### config.mk
export PLATFORM = sky130hd
export DESIGN_NAME = umi_crossbar_arb
export DESIGN_NICKNAME = d
export VERILOG_FILES = /design/src/rtl/umi_crossbar_arb.sv
export SDC_FILE = /design/constraint.sdc
export NUM_CORES = 1
export LEC_CHECK = 0
export CORE_MARGIN = 5
export CORE_UTILIZATION = 30
export DETAILED_ROUTE_END_ITERATION = 8
export GPL_TIMING_DRIVEN = 0
export PLACE_DENSITY_LB_ADDON = 0.2
export SYNTH_ARGS = -nofsm -noshare
export SYNTH_HDL_FRONTEND = slang
export SYNTH_SLANG_ARGS = --single-unit
### constraint.sdc
create_clock -name clk -period 3.09 [get_ports clk]
set_input_delay 0.618 -clock clk [delete_from_list [all_inputs] [get_ports clk]]
set_output_delay 0.618 -clock clk [all_outputs]
set_load 0.1 [all_outputs]
### src/rtl/umi_crossbar_arb.sv
// umi_crossbar_arb: request-side arbiter that builds the one-hot select
// matrix for the UMI N x N crossbar, with per-output packet locking.
//
// Ports:
//   clk        clock
//   reset      synchronous active-high reset
//   req        N*N request matrix, bit j*N+i = input i wants output j;
//              also qualifies the beat on input i as valid
//   last       last[i] = current beat of input i ends its packet
//   out_ready  out_ready[j] = sink of output j accepts a beat
//   sel        N*N one-hot select, same layout as req
//   in_ready   in_ready[i] = beat on input i is accepted this cycle
//   out_valid  out_valid[j] = granted input still presents a beat
//   out_last   out_last[j] = granted input's beat is its last
//
// Build option: define UMI_CROSSBAR_ARB_FIXED_PRIO_EN for fixed
// lowest-index-first priority instead of round-robin.
module umi_crossbar_arb #(
    parameter     TARGET = "DEFAULT",
    parameter int N      = 4
) (
    input  logic           clk,
    input  logic           reset,
    input  logic [N*N-1:0] req,
    input  logic [N-1:0]   last,
    input  logic [N-1:0]   out_ready,
    output logic [N*N-1:0] sel,
    output logic [N-1:0]   in_ready,
    output logic [N-1:0]   out_valid,
    output logic [N-1:0]   out_last
);

    localparam int          IW = (N > 1) ? $clog2(N) : 1;
    localparam logic [IW:0] NW = (IW+1)'(N);

    typedef enum logic {
        ST_IDLE,
        ST_BUSY
    } state_t;

    // Index arithmetic modulo N without a divider.
    function automatic logic [IW-1:0] f_wrap(
        input logic [IW-1:0] base,
        input logic [IW-1:0] off
    );
        logic [IW:0] s;
        s = {1'b0, base} + {1'b0, off};
        if (s >= NW) s = s - NW;
        return s[IW-1:0];
    endfunction

    state_t        r_state     [N];
    state_t        w_state_nxt [N];
    logic [IW-1:0] r_owner     [N];
    logic [IW-1:0] w_owner_nxt [N];
`ifndef UMI_CROSSBAR_ARB_FIXED_PRIO_EN
    logic [IW-1:0] r_ptr       [N];
    logic [IW-1:0] w_ptr_nxt   [N];
`endif
    logic [IW-1:0] w_base      [N];

    logic [N-1:0]  w_row       [N];
    logic [N-1:0]  w_col       [N];
    logic [N-1:0]  w_cand      [N];
    logic [N-1:0]  w_sel_row   [N];
    logic [N-1:0]  w_inr_row   [N];
    logic [N-1:0]  w_inr_col   [N];
    logic [IW-1:0] w_win       [N];
    logic [N-1:0]  w_legal;
    logic [N-1:0]  w_found;
    logic [N-1:0]  w_busy;
    logic [N-1:0]  w_xfer;
    logic [N-1:0]  w_done;
    logic [N-1:0]  w_ov;
    logic [N-1:0]  w_ol;

    // Row j = requests for output j; column i = requests from input i.
    for (genvar gj = 0; gj < N; gj++) begin : g_mat
        assign w_row[gj] = req[gj*N +: N];
        for (genvar gi = 0; gi < N; gi++) begin : g_bit
            assign w_col[gi][gj]     = req[gj*N+gi];
            assign w_inr_col[gi][gj] = w_inr_row[gj][gi];
        end
    end

    // An input asking for several outputs at once takes part in no arbitration.
    for (genvar gi = 0; gi < N; gi++) begin : g_in
        assign w_legal[gi]  = $onehot0(w_col[gi]);
        assign in_ready[gi] = |w_inr_col[gi];
    end

    for (genvar gj = 0; gj < N; gj++) begin : g_out

`ifdef UMI_CROSSBAR_ARB_FIXED_PRIO_EN
        assign w_base[gj] = '0;
`else
        assign w_base[gj] = r_ptr[gj];
`endif

        assign w_cand[gj]  = w_row[gj] & w_legal;
        assign w_found[gj] = |w_cand[gj];
        assign w_busy[gj]  = (r_state[gj] == ST_BUSY);
        assign w_xfer[gj]  = w_busy[gj] & w_row[gj][r_owner[gj]]
                           & out_ready[gj];
        assign w_done[gj]  = w_xfer[gj] & last[r_owner[gj]];

        // Scan from the farthest offset down so the nearest hit wins.
        always_comb begin
            w_win[gj] = '0;
            for (int o = N-1; o >= 0; o--) begin
                if (w_cand[gj][f_wrap(w_base[gj], IW'(o))])
                    w_win[gj] = f_wrap(w_base[gj], IW'(o));
            end
        end

        // Reset gates the outputs so nothing transfers in the reset cycle.
        always_comb begin
            w_sel_row[gj] = '0;
            w_inr_row[gj] = '0;
            w_ov[gj]      = 1'b0;
            w_ol[gj]      = 1'b0;
            if (!reset && w_busy[gj]) begin
                w_sel_row[gj][r_owner[gj]] = 1'b1;
                w_inr_row[gj][r_owner[gj]] = out_ready[gj];
                w_ov[gj] = w_row[gj][r_owner[gj]];
                w_ol[gj] = last[r_owner[gj]];
            end
        end

        assign sel[gj*N +: N] = w_sel_row[gj];
        assign out_valid[gj]  = w_ov[gj];
        assign out_last[gj]   = w_ol[gj];

        always_comb begin
            w_state_nxt[gj] = r_state[gj];
            w_owner_nxt[gj] = r_owner[gj];
`ifndef UMI_CROSSBAR_ARB_FIXED_PRIO_EN
            w_ptr_nxt[gj]   = r_ptr[gj];
`endif
            unique case (r_state[gj])
                ST_IDLE: begin
                    if (w_found[gj]) begin
                        w_state_nxt[gj] = ST_BUSY;
                        w_owner_nxt[gj] = w_win[gj];
                    end
                end
                ST_BUSY: begin
                    // Grant is held until the last beat actually moves.
                    if (w_done[gj]) begin
                        w_state_nxt[gj] = ST_IDLE;
`ifndef UMI_CROSSBAR_ARB_FIXED_PRIO_EN
                        w_ptr_nxt[gj]   = f_wrap(r_owner[gj], IW'(1));
`endif
                    end
                end
                default: w_state_nxt[gj] = ST_IDLE;
            endcase
        end

        always_ff @(posedge clk) begin
            if (reset) begin
                r_state[gj] <= ST_IDLE;
                r_owner[gj] <= '0;
`ifndef UMI_CROSSBAR_ARB_FIXED_PRIO_EN
                r_ptr[gj]   <= '0;
`endif
            end else begin
                r_state[gj] <= w_state_nxt[gj];
                r_owner[gj] <= w_owner_nxt[gj];
`ifndef UMI_CROSSBAR_ARB_FIXED_PRIO_EN
                r_ptr[gj]   <= w_ptr_nxt[gj];
`endif
            end
        end
    end

endmodule

== Yosys cells after proc, flatten, opt, wreduce, memory -nomap -nowiden ==
Memory sizes are Yosys's and may differ from the RTL's.
Cells that the tools add are included.

* Reduce and logical (&&, ||, !) cells: 17
* Order comparisons: 48
* Shift operators: 0
* Div/mod/pow operators: 0
* Bitwise gates (word level): 36
* Mux-type cells: 151
* Eq/ne operators: 0
* $mul: 0
* Add/subtract/negate cells: 48

{| class="wikitable"
|+ Operators with widths
! kind !! count
|-
| $mux 2 || 60
|-
| $lt 2x3->1 const B || 20
|-
| $mux 1 || 51
|-
| $bmux 1 s2 || 24
|-
| $ge 3x3->1 const B || 16
|-
| $sub 2x1->2 const B || 20
|-
| $and 4x4->4 || 8
|-
| $mux 4 || 8
|-
| $reduce_or 4->1 || 8
|-
| $add 2x1->3 const B || 8
|-
| $add 2x2->3 const B || 8
|-
| $add 1x1->2 || 8
|-
| $add 2x2->3 || 4
|-
| $and 1x1->1 || 12
|-
| $ge 2x3->1 const B || 4
|-
| $le 3x1->1 const B || 4
|-
| $or 1x1->1 || 12
|-
| $demux 1 s2 || 4
|-
| $ge 2x1->1 const B || 4
|-
| $logic_and 1x1->1 || 8
|-
| $pmux 1 s2 || 4
|-
| $not 1->1 || 4
|-
| $logic_not 1->1 || 1
|}

* Bits in read-only memories: 0
* Logic and storage cells: 303
* Bits in registers: 0
* Output and inout port bits: 28
* Bits of input ports: 26
* RAM bits: 20
* Memories kept: 3
* Latch bits: 0

{| class="wikitable"
|+ Memories
! memory !! depth !! bits a word !! rd ports !! clocked after memory_dff !! wr ports !! RTL line !! text
|-
| r_owner || 4 || 2 || 4 || 0 || 4 || 54 || <nowiki>logic [IW-1:0] r_owner [N];</nowiki>
|-
| r_ptr || 4 || 2 || 4 || 0 || 4 || 57 || <nowiki>logic [IW-1:0] r_ptr [N];</nowiki>
|-
| r_state || 4 || 1 || 4 || 0 || 4 || 52 || <nowiki>state_t r_state [N];</nowiki>
|}

== Logic depth before layout (Yosys ltp) ==
Gate-level depths: netlist (run 1).

* Depth after elaboration: 13
* Gate-level depth with buffers: 12

== Least setup slack after synthesis (run 1) ==
No wires, ideal clock.

* Path kind: input-to-output
* Start point: in reset
* End point: out in_ready[1]
* Data arrival time: 2,611 ps
* Cell stages on the path: 4
* Path slack: -139 ps
* Path through: nor2b_1 and2_1 a22oi_1 nand2_1

* Longest elaborated chain between the ends: 4

{| class="wikitable"
|+ RTL lines
! what !! RTL line !! text
|-
| start, declared || 23 || <nowiki>input logic reset,</nowiki>
|-
| $logic_not 1->1 * || 122 || <nowiki>if (!reset && w_busy[gj]) begin</nowiki>
|-
| $logic_and 1x1->1 || 122 ||
|-
| $mux 4 || 122 ||
|-
| $reduce_or 4->1 * || 89 || <nowiki>assign in_ready[gi] = |w_inr_col[gi];</nowiki>
|-
| end, declared || 28 || <nowiki>output logic [N-1:0] in_ready,</nowiki>
|}

Every way passes the cells marked *; elsewhere a longest branch is shown, timed or not.

==> run_results.csv, run 1 <==
group,metric,value,unit
run_status,status,"finished, final reports clean",
floorplanning,ioPinCount,54,
global_route,grt_pass1_vias,2173,
clock_tree,cts_hold_buf,0,
power,p_clk_share,12.2,%
setup_path,cp_max_fo,5,
final_layout,insertedDiodeCount,0,
timing,timing.hold.ws,0.540,ns
timing,period_share,95.8,%
floorplanning,rows,31,
flow_run,drv_cap,0,
synth,syn_nets,320,
clock_tree,cts_num_sinks,20,
power,switching_share,47.8,%
power,seqPwrFrac,26.3,%
placed_design,placed_cell_area,0.00289,mm²
timing,maxSlewViolCount,0,
setup_path,critical_path_class,"in -> reg",
setup_path,ff2ff_setup_slack,1.40,ns
global_route,antenna_found_initial,0,
synth,synth_top_area_share,18.0,%
route,drtAntennaViolNets,0,
route,remaining_drc_errors,0,
clock_tree,clk_pin_slew,0.07,ns
timing,fin_setup_tns,0,ns
timing,clock.fmax,338,MHz
synth,yosysMostFrequentCell,"inv_1",
placed_design,hpwl,5560,µm
setup_path,r2r-start,"r_owner[1][0]",
global_route,grtUsageTotal,15.0,%
synth,ys_ff_latch,20,
synth,yosysTopAreaCell,"dfxtp_1",
clock_tree,cts_tree,"done",
synth,seq_area_frac_synth,18.0,%
synth,synth_ff_type,"dfxtp_1",
synth,postSynthAreaPerCell,8.49,µm²
floorplanning,dieArea,0.00924,mm²
global_route,overflow,0,
setup_path,worstPathRequired,3.26,ns
timing,hold_violations,0,
synth,yosys-top-cells-count,"33 x inv_1, 28 x ha_1, 26 x and2_1, 23 x nor2_1, 20 x dfxtp_1",
clock_tree,clkLatencyLatePin,0.25,ns
power,switchingPower,650,µW
synth,synth_cells,262,
final_layout,syn2layout_area_growth,38.4,%
power,power,1360,µW
floorplanning,die_w,96.1,µm
setup_path,r2r_cells,4,
setup_path,cp.arrival,3.13,ns
worst_hold_path,holdCritPathClass,"reg -> reg",
route,wl_per_cell,15.7,µm
clock_tree,htreeDepth,1,
clock_tree,cts-root-buf,"clkbuf_8",
global_route,grt_pass1_wl,10800,µm
route,viasPerCell,5.10,
synth,synthTopCellsByArea,"dfxtp_1 18%, ha_1 16%, mux4_2 8.1%",
power,power.density,442,mW/mm²
timing,fin_skew,0.000474,ns
final_layout,fillers,780,
power,ir_worst_vdd,116,µV
timing,min_period,2.96,ns
worst_hold_path,hold_path_end,"r_state[3]",
final_layout,final_design_area_no_fill,0.00308,mm²
worst_hold_path,whs_path_depth,2,
floorplanning,start_util,30.7,%
synth,ys_warn_count,0,
synth,synth_cell_types,49,
floorplanning,core_area,0.00725,mm²
timing,finalSetupViolCount,0,
setup_path,path_cells,"buf_2, inv_2, fa_1, inv_1, ha_2, inv_2, ha_1, or3b_4, a21boi_4, nand4b_1, and2b_2, nor2_1, a311oi_2",
setup_path,critPathMaxStageDelay,0.46,ns
setup_path,crit_top_cell,"inv_2",
final_layout,final_nets,395,
power,power_frac_comb,61.5,%
route,drt_iter0_markers,148,
worst_hold_path,hold_path_startpoint,"r_state[3]",
placed_design,io_buffers,53,
power,internal_power,709,µW
synth,synth-edff-count,0,
final_layout,register_area,400,µm²
setup_path,crit_slowest_cell,"fa_1",
clock_tree,cts_buffer_depth,2,
power,p_leak,0.00133,µW
synth,synth_area,0.00222,mm²
floorplanning,fp.dieH,96.1,µm
timing,worst_pin_slew,0.561,ns
final_layout,drive_gt1_share,29.9,%
timing,max_slew_margin,62.8,%
setup_path,worstSetupEndpointType,"flop",
synth,async_reset_ff_share,0,%
setup_path,crit_family,"adder cells",
route,vias,2212,
setup_path,startpoint_type,"primary input",
final_layout,multiInputGateArea,0.00180,mm²
setup_path,reg2reg_to,"r_ptr[1][1]",
route,routed_wl,6800,µm
clock_tree,cts_made_buffers,3,
global_route,grt_max_degree,11,
setup_path,crit_buf_inv,4,
placed_design,place.gp.congestion,0.886,
route,drt_pass1_iterations,4,
-- tightest hold or removal path: stages, from the launching register on --
cell and delay, ns:
dfxtp_1 0.36, nand2_1 0.08, a21oi_1 0.06
-- layout make-up --
type / instances / area share, %
multi-input combinational: 207 / 58.4
buffer: 2 / 0.528
clock buffer: 3 / 1.34
tap: 99 / 4.02
timing repair buffer: 70 / 18.7
sequential: 20 / 13.0
inverter: 33 / 4.02
-- power groups by stage --
stage	sequential (µW)	clock [µW]	combinational [µW]
after floorplan	341	0	556
after global placement	362	0	734
after detailed placement	362	0	741
after CTS	357	170	812
after global routing	366	182	903
final	357	166	836
-- cell families after synthesis --
kind of cell / count (synthesis) / synth area share, %
adder cells (fa/ha/maj): 32 / 19.3
flip-flops: 20 / 18.0
buffers and inverters: 35 / 6.30
AO/OA/AOI/OAI: 78 / 25.9
multiplexers: 12 / 9.90
AND/OR/NAND/NOR: 85 / 20.6
-- stage by stage --
stage	util, %	setup WS [ns]	std cells
after CTS	42.7	0.00102	430
after global routing	42.4	-0.00392	434
final	42.4	0.130	434
after detailed placement	39.8	-0.720	414
after floorplan	-	-0.0192	262
after global placement	39.8	-0.685	414
-- metal layers --
layer  vias up  track usage (%)  wire, µm
li1       1091                -         -
met1      1029             20.8      3350
met2        83             24.2      2920
met3         9             1.80       426
met4         0             4.74       103
met5         -                0         0
-- cell usage in the layout (no fill, tap or decap), types with 6 or more instances in the layout --
cell type / Yosys / routed
mux4_2: 8 / 8
nand2_1: 11 / 11
ha_1: 28 / 26
clkbuf_2: 0 / 17
inv_1: 33 / 29
nor2_1: 23 / 23
clkdlybuf4s50_1: 0 / 16
dfxtp_1: 20 / 20
o21a_1: 6 / 6
a21oi_1: 13 / 12
a22oi_1: 7 / 6
clkdlybuf4s15_2: 0 / 14
nand3_1: 8 / 7
and2_1: 26 / 23
buf_4: 0 / 17
o21ai_0: 15 / 10
-- flip-flops by register name, summed over array words and instances (netlist names) --
register  flops
r_owner       8
r_ptr         8
r_state       4
-- worst max-delay path by stage --
stage / end / from / slack, ns / cells after the start
floorplan: in_ready[1] / reset / -0.02 / 4
global placement: r_owner[1][0] / req[0] / -0.68 / 12
detailed placement: r_owner[3][0] / req[3] / -0.72 / 13
CTS: out_last[0] / reset / 0.001 / 4
global route: r_owner[0][0] / req[14] / -0.004 / 13
finish: r_owner[2][0] / req[3] / 0.13 / 13
-- timing repair --
action | in CTS | in global routing
pin swaps | 14 | 9
endpoints found under the setup margin | 40 | 26
setup buffers | 13 | 4
gates resized for setup | 110 | 44
Note: power is estimated with default switching activity, not from simulation.
==> run 2: changes to the inputs <==
Clock period 3.09 ns to 2.86 ns, I/O delays scaled along.
==> run 2 against run 1 <==
  * First-iteration DRC count down 59%
  * Global-route usage down 0.13 points
  * Critical endpoint is now r_owner[0][0]
  * Die area is the same
  * Cell area increased by 6.5%
  * Setup slack lost 0.11 ns
  * Register-to-register slack worse by 0.26 ns
  * Critical path depth down 1
  * Cell count down 0.46%
  * Sequential power up 8.7%
  * Clock skew rose by 0.0011 ns
==> run_results.csv, run 2 (same netlist as run 1, synthesis figures left out) <==
group,metric,value,unit
power,p_leak,0.00137,µW
timing,setup_ws,0.0192,ns
route,vias,2176,
setup_path,worstPathRequired,3.03,ns
floorplanning,die_w,96.1,µm
setup_path,r2r_cells,4,
flow_run,drv_cap,0,
run_status,status,"finished, final reports clean",
timing,finalSetupViolCount,0,
power,ir_worst_vdd,260,µV
clock_tree,cts-root-buf,"clkbuf_8",
final_layout,final_core_util,45.2,%
floorplanning,core_area,0.00725,mm²
global_route,grt_pass1_wl,10600,µm
final_layout,layout_commonest_cell,"inv_1",
power,seqPwrFrac,25.7,%
power,power.density,461,mW/mm²
final_layout,final_cell_mix,"27 x inv_1, 23 x and2_1, 23 x ha_1",
clock_tree,htreeDepth,1,
timing,hold_violations,0,
timing,timing.hold.ws,0.543,ns
clock_tree,clkLatencyLatePin,0.26,ns
timing,clock.fmax,352,MHz
timing,maxSlewViolCount,0,
floorplanning,ioPinCount,54,
timing,min_period,2.84,ns
timing,worst_pin_slew,0.559,ns
power,internal_power,795,µW
timing,fin_skew,0.00153,ns
power,p_clk_share,12.0,%
power,switching_share,47.4,%
setup_path,cp_max_fo,5,
global_route,antenna_found_initial,0,
clock_tree,cts_num_sinks,20,
placed_design,place.gp.congestion,0.850,
timing,period_share,99.3,%
power,switchingPower,717,µW
placed_design,io_buffers,53,
floorplanning,rows,31,
timing,grt_setup_unrepaired,"yes",
route,drt_iter0_markers,61,
setup_path,reg2reg_to,"r_ptr[2][1]",
global_route,grtUsageTotal,14.9,%
worst_hold_path,hold_path_end,"r_state[3]",
clock_tree,cts_made_buffers,3,
route,drt_pass1_iterations,4,
route,remaining_drc_errors,0,
final_layout,fillers,704,
route,viasPerCell,5.04,
route,wl_per_cell,15.6,µm
worst_hold_path,hold_path_startpoint,"r_state[3]",
setup_path,worstSetupEndpointType,"flop",
global_route,grt_pass1_vias,2118,
placed_design,hpwl,5550,µm
setup_path,startpoint_type,"primary input",
setup_path,cp.arrival,3.01,ns
floorplanning,fp.dieH,96.1,µm
setup_path,r2r-start,"r_owner[2][0]",
clock_tree,cts_tree,"done",
global_route,overflow,0,
floorplanning,start_util,30.7,%
timing,max_slew_margin,62.9,%
worst_hold_path,holdCritPathClass,"reg -> reg",
final_layout,syn2layout_area_growth,47.3,%
worst_hold_path,whs_path_depth,2,
final_layout,drive_gt1_share,32.7,%
clock_tree,cts_buffer_depth,2,
floorplanning,dieArea,0.00924,mm²
clock_tree,cts_hold_buf,0,
final_layout,final_nets,393,
final_layout,insertedDiodeCount,0,
setup_path,critical_path_class,"in -> reg",
route,drtAntennaViolNets,0,
placed_design,dp_worst_setup_slack,-0.882,ns
setup_path,ff2ff_setup_slack,1.14,ns
route,routed_wl,6740,µm
global_route,grt_max_degree,11,
clock_tree,clk_pin_slew,0.07,ns
power,power_frac_comb,62.3,%
final_layout,top_regs,"r_owner x8, r_ptr x8, r_state x4",
==> run 2: power groups by stage <==
stage	registers (µW)	clock network (µW)	logic (µW)
global route	399	203	1020
floorplan	369	0	615
CTS	390	187	921
global placement	397	0	805
finish	388	182	942
detailed placement	395	0	813
==> run 2: metal layers <==
metal  up-vias  part of all wire (%)  global-route usage [%]
met1      1032                    43                    19.1
met3         6                   3.8                    2.50
met4         0                   1.0                    2.84
met5         -                     0                       0
li1       1094                     -                       -
met2        44                    52                    26.2
==> run 2: cell type report <==
class	count	area [µm²]	area share, %
tap	99	124	3.78
timing repair buffer	68	661	20.2
clock buffer	3	41.3	1.26
multi-input combinational	207	1900	58.0
inverter	33	133	4.05
buffer	2	16.3	0.496
sequential	20	400	12.2
==> run 2: critical path, cell delays in order <==
cell	delay [ns]
buf_8	0.08
inv_4	0.03
fa_1	0.52
inv_1	0.04
ha_2	0.17
inv_2	0.07
ha_4	0.19
or3b_4	0.43
a21oi_4	0.20
o22ai_1	0.11
a221o_1	0.36
a311oi_2	0.22
==> run 2: worst max-delay path by stage <==
| stage | startpoint | end | slack [ns] |
|---|---|---|---|
| 3_3_place_gp | req[4] | r_owner[1][0] | -0.84 |
| 4_1_cts | reset | in_ready[1] | -0.08 |
| 2_1_floorplan | reset | in_ready[1] | -0.16 |
| 5_1_grt | req[15] | r_owner[0][0] | -0.08 |
| 3_5_place_dp | req[4] | r_owner[1][0] | -0.88 |
| 6_report | req[15] | r_owner[0][0] | 0.02 |
==> run 2: repair_timing <==
item | CTS | global route
resized for setup | 161 | 29
endpoints found under the setup margin | 40 | 27
setup buffers | 12 | 3
pin swaps | 17 | 4
==> run 2: metrics by stage <==
step | std cells | setup TNS (ns) | power [µW] | cell area (µm²)
2_1_floorplan | 262 | -0.310 | 985 | 2270
3_3_place_gp | 414 | -23.83 | 1200 | 2930
3_5_place_dp | 414 | -24.27 | 1210 | 2930
4_1_cts | 429 | -0.0869 | 1500 | 3210
5_1_grt | 432 | -0.116 | 1620 | 3280
6_report | 432 | 0 | 1510 | 3280
